**src/rtl/fwrisc_regfile_dbg_pkg.sv**
```systemverilog
// fwrisc_regfile_dbg_pkg: shared constants and arbiter state type for the regfile debug arbiter
package fwrisc_regfile_dbg_pkg;
  localparam int REGFILE_AW = 6;
  localparam int REGFILE_DW = 32;
  localparam int GPR_LAST = 31;
  typedef enum logic [2:0] {IDLE, HOLD, RD_ADDR, RD_DATA, WR, ACK} dbg_arb_state_e;
endpackage

```
**src/rtl/fwrisc_regfile_dbg_timeout.sv**
```systemverilog
// fwrisc_regfile_dbg_timeout: cycle counter flagging when HOLD has waited HOLD_TIMEOUT cycles
module fwrisc_regfile_dbg_timeout
  import fwrisc_regfile_dbg_pkg::*;
#(
  parameter int HOLD_TIMEOUT = 255
) (
  input  logic clock,
  input  logic reset,
  input  logic clear,
  input  logic en,
  output logic expired
);
  localparam int CW = $clog2(HOLD_TIMEOUT);
  logic [CW-1:0] count;
  always_ff @(posedge clock)
    if (!reset || clear) count <= '0;
    else if (en) count <= count + CW'(1);
  assign expired = count == CW'(HOLD_TIMEOUT - 1);
endmodule

```
**src/rtl/fwrisc_regfile_dbg_arb.sv**
```systemverilog
// fwrisc_regfile_dbg_arb: shares the regfile between core and debug port; FWRISC_REGFILE_DBG_CSR_EN opens CSR shadow 32-63 to debug
module fwrisc_regfile_dbg_arb
  import fwrisc_regfile_dbg_pkg::*;
#(
  parameter int HOLD_TIMEOUT = 255
) (
  input  logic                  clock,
  input  logic                  reset,
  input  logic [REGFILE_AW-1:0] core_ra_raddr,
  input  logic [REGFILE_AW-1:0] core_rb_raddr,
  input  logic [REGFILE_AW-1:0] core_rd_waddr,
  input  logic [REGFILE_DW-1:0] core_rd_wdata,
  input  logic                  core_rd_wen,
  input  logic                  core_quiesce,
  output logic                  core_hold,
  input  logic                  dbg_req,
  input  logic                  dbg_we,
  input  logic [REGFILE_AW-1:0] dbg_addr,
  input  logic [REGFILE_DW-1:0] dbg_wdata,
  output logic                  dbg_ack,
  output logic                  dbg_err,
  output logic [REGFILE_DW-1:0] dbg_rdata,
  output logic [REGFILE_AW-1:0] rf_ra_raddr,
  output logic [REGFILE_AW-1:0] rf_rb_raddr,
  output logic [REGFILE_AW-1:0] rf_rd_waddr,
  output logic [REGFILE_DW-1:0] rf_rd_wdata,
  output logic                  rf_rd_wen,
  input  logic [REGFILE_DW-1:0] rf_ra_rdata
);
  dbg_arb_state_e state, state_nxt;
  logic expired, illegal, grant, pass;
  fwrisc_regfile_dbg_timeout #(.HOLD_TIMEOUT(HOLD_TIMEOUT)) u_timeout (
    .clock(clock),
    .reset(reset),
    .clear(state == IDLE),
    .en(state == HOLD),
    .expired(expired)
  );
`ifdef FWRISC_REGFILE_DBG_CSR_EN
  assign illegal = 1'b0;
`else
  assign illegal = dbg_addr > REGFILE_AW'(GPR_LAST);
`endif
  assign grant = core_quiesce && !core_rd_wen;
  always_comb begin
    state_nxt = state;
    case (state)
      IDLE:    state_nxt = dbg_req ? HOLD : IDLE;
      HOLD:    state_nxt = illegal ? ACK : grant ? (dbg_we ? WR : RD_ADDR) : expired ? ACK : HOLD;
      RD_ADDR: state_nxt = RD_DATA;
      RD_DATA: state_nxt = ACK;
      WR:      state_nxt = ACK;
      ACK:     state_nxt = dbg_req ? ACK : IDLE;
      default: state_nxt = IDLE;
    endcase
  end
  always_ff @(posedge clock)
    if (!reset) begin
      state     <= IDLE;
      dbg_rdata <= '0;
      dbg_err   <= 1'b0;
    end else begin
      state <= state_nxt;
      if (state == RD_DATA) dbg_rdata <= rf_ra_rdata;
      if (state == RD_DATA || state == WR) dbg_err <= 1'b0;
      else if (state == HOLD && state_nxt == ACK) dbg_err <= 1'b1;
    end
  // Core signals pass only while the core may still be draining (IDLE/HOLD)
  assign pass        = state == IDLE || state == HOLD;
  assign core_hold   = state != IDLE;
  assign dbg_ack     = state == ACK;
  assign rf_ra_raddr = (state == RD_ADDR || state == RD_DATA) ? dbg_addr : core_ra_raddr;
  assign rf_rb_raddr = core_rb_raddr;
  assign rf_rd_waddr = state == WR ? dbg_addr : core_rd_waddr;
  assign rf_rd_wdata = state == WR ? dbg_wdata : core_rd_wdata;
  assign rf_rd_wen   = state == WR ? dbg_addr != '0 : pass && core_rd_wen;
endmodule

```
**config.mk**
```make
export PLATFORM = sky130hd
export DESIGN_NAME = fwrisc_regfile_dbg_arb
export DESIGN_NICKNAME = d
export VERILOG_FILES = /design/src/rtl/fwrisc_regfile_dbg_pkg.sv /design/src/rtl/fwrisc_regfile_dbg_timeout.sv /design/src/rtl/fwrisc_regfile_dbg_arb.sv
export SDC_FILE = /design/constraint.sdc
export NUM_CORES = 1
export LEC_CHECK = 0
export ABC_AREA = 1
export BUFFER_PORTS_ARGS = -buffer_cell sky130_fd_sc_hd__buf_2
export CORE_ASPECT_RATIO = 0.75
export CORE_MARGIN = 2
export CORE_UTILIZATION = 38
export DETAILED_ROUTE_END_ITERATION = 10
export PLACE_DENSITY = 0.93
export SYNTH_ARGS = -nofsm -noshare
export SYNTH_HDL_FRONTEND = slang
export SYNTH_HIERARCHICAL = 1
export SYNTH_SLANG_ARGS = --single-unit
export TNS_END_PERCENT = 5
```
**constraint.sdc**
```tcl
create_clock -name clock -period 1.4 [get_ports clock]
set_input_delay 0.14 -clock clock [delete_from_list [all_inputs] [get_ports clock]]
set_output_delay 0.14 -clock clock [all_outputs]
set_load 0.03 [all_outputs]
```
==> flow_summary.ini <==
[die]
rows = 24
design.core.area_mm2 = 0.00592
dieArea_mm2 = 0.00691
die_w_um = 95.3
initial_core_util_pct = 40.2
ioPinCount = 212
die_h_um = 72.5

[logic_synthesis]
syn_area_mm2 = 0.00238
synth_xor_area_share_pct = 0
synth_ff_type = dfxtp_1
synth_compound_area_share_pct = 13.5
yosysTopAreaCell = dfxtp_1
synth_mux_area_share_pct = 0
synth_top_family_by_area = simple AND/OR/NAND/NOR gates
yosysWarnings = 6
synth_top_area_share_pct = 37.1
synth-seq-cells = 44
syn_inst = 378
synth_cell_type_count = 26
synth_fa_ha_area_share_pct = 1.05
syn_area_per_cell_um2 = 6.29
syn-num-nets = 506
ys_seq_area_share_pct = 37.1
synth-simple-area-share_pct = 37.7
async_reset_ff_share_pct = 0
synth_edf_count = 0
synth_area_leaders = dfxtp_1 37%, nand2_1 20%, nor2_1 12%, o21ai_0 10%, inv_1 3.2%

[hold_path]
min_delay_path_depth = 3
hold_path.class = in2reg
worstHoldStart = rf_ra_rdata[3]
whs_endpoint = dbg_rdata[3]

[cts]
cts_hold_buf = 0
path_clk_slew_ns = 0.08
clock-sinks = 44
cts_inserted_buffers = 5
clock_path_buffers = 2
cts_max_level = 2
root_buffer = clkbuf_8
clk_latency_ns = 0.29
cts_tree = done

[power]
power_frac_comb_pct = 42.6
internal_power_mw = 2.52
p_leak_nw = 2.16
ir_drop_mv = 0.873
power_mw = 3.92
pwr-share-clk_pct = 24.3
p_seq_share_pct = 33.1
p_per_area_mw_per_mm2 = 971
p_sw_share_pct = 35.7
net-switching-power_mw = 1.40

[timing]
setup_violations = 44
slew_headroom_pct = 81.2
timing.final.crit_share_pct = 107
hold_viol_final = 0
setup_tns_ns = -2.92
drv_slew = 0
fin_ws_ns = -0.103
tightest_slew_ns = 0.283
skew_ns = 0.00701
min_period_ns = 1.50
rsz0062_at_grt = yes
max_freq_mhz = 666

[finish]
area_delta_synth_final_pct = 70.0
drive_gt1_share_pct = 46.3
final_cells = 657
nets = 706
n_antenna_cell = 0

[grt]
grt_max_degree = 35
grt_pass1_vias = 3069
grt_overflow = 0
grtUsageTotal_pct = 24.3
grt_antenna_before_repair = 0
grt_pass1_wl_mm = 13.2

[drt]
route.detailed.drc = 0
vias_per_cell = 4.87
vias = 3199
drtIter0Drc = 171
ant_nets = 0
routed_wl_mm = 9.34
firstDrtPassIters = 5
wl_per_cell_um = 14.2

[setup_path]
startpoint_type = register
r2r_slack_ns = 0.01
ff2ff_path_depth = 10
crit_required_ns = 1.26
critPathKind = reg2out
r2r_end = u_timeout/count[7]
critPathCaptureType = primary output
cp_max_fo = 6
r2r_start = state[1]
arrival_ns = 1.36

[run]
maxCapViolCount = 0

[status]
violations = negative setup slack
status = finished, violations left

[place]
portBuffers = 199
placedCellCount = 641
place_congestion = 0.833
pre_cts_ws_ns = -0.0441
dp_hpwl_mm = 6.41
## stage by stage
| stage | instance area, um^2 | hold WS (ns) | util [%] |
|---|---|---|---|
| global route | 4040 | 0.106 | 68.3 |
| floorplan | 2380 | 0.276 | - |
| detailed placement | 3420 | 0.280 | 57.8 |
| finish | 4040 | 0.0781 | 68.3 |
| global placement | 3420 | 0.280 | 57.8 |
| CTS | 3840 | 0.0895 | 65.0 |
## power by group through the flow
stage	clock network, mW	logic [mW]	registers [mW]
after global placement	0	1.21	1.32
final	0.951	1.67	1.30
after CTS	0.961	1.50	1.29
after floorplan	0	0.809	1.35
after global routing	1.03	1.76	1.30
after detailed placement	0	1.23	1.33
## flip-flops by register name (all words and copies together), names as in the netlist
name and flops:
dbg_rdata 32, u_timeout/count 8, state 3, dbg_err 1
## cell usage in the layout (no fill, tap or decap), types with 4 or more instances in the layout
cell        n
clkbuf_8    5
buf_4      21
nand2_2    23
buf_2     153
dfxtp_1    41
buf_6      33
nand2_1   100
nand3_1     5
a21oi_1     7
nor2_1     76
o21ai_1    17
o21ai_0    32
nor3_1      4
inv_1      19
## worst max-delay path, cell delays in order, from the launching register on
cell       delay (ns)
dfxtp_4          0.35
nor2_4           0.11
nand2_4          0.09
clkinv_8         0.10
clkbuf_16        0.15
nand2_1          0.05
nand2_1          0.08
buf_6            0.13
## repair_timing
item	CTS	global route
cloned	1	3
buffers inserted	2	2
gates resized for setup	97	45
setup endpoints to repair	51	58
pin swaps	1	5
## logic make-up (layout without fill, tap and decap cells)
logic type / count (synthesis) / after routing
and+or+nand+nor: 222 / 222
AOI/OAI and AO/OA: 62 / 62
buffers and inverters: 48 / 249
DFF: 44 / 44
adders and majority gates: 2 / 2
## routing by layer
metal  up-vias  track usage (%)  wire length [um]
li1       1577                -                 -
met1      1431             24.1              3390
met2       159             46.2              4700
met3        32             8.00               944
met4         0             10.1               307
met5         -                0                 0
## how the worst max path moves through the flow
stage / from / endpoint / slack (ns)
finish: state[1] / rf_rd_wdata[15] / -0.10
global route: state[1] / rf_rd_wdata[7] / -0.17
CTS: state[1] / rf_rd_wdata[20] / -0.14
detailed placement: state[1] / dbg_err / -0.04
global placement: state[1] / dbg_err / 0.004
floorplan: state[1] / rf_ra_raddr[0] / -0.14
## Yosys cell counts (3+ instances only)
| master | instances |
|---|---|
| a21oi_1 | 7 |
| buf_2 | 3 |
| buf_4 | 9 |
| buf_6 | 5 |
| clkbuf_1 | 7 |
| dfxtp_1 | 44 |
| inv_1 | 20 |
| inv_2 | 4 |
| nand2_1 | 125 |
| nand3_1 | 6 |
| nor2_1 | 78 |
| nor3_1 | 4 |
| o21ai_0 | 49 |
## area by class of cell
| class | instances | area (um^2) |
|---|---|---|
| Sequential cell | 44 | 890 |
| Inverter | 24 | 105 |
| Timing Repair Buffer | 217 | 1500 |
| Multi-Input combinational cell | 286 | 1340 |
| Clock buffer | 6 | 72.6 |
| Clock inverter | 2 | 35.0 |
| Tap cell | 78 | 97.6 |
| Fill cell | 510 | 1880 |
(Power assumes the default switching activity.)
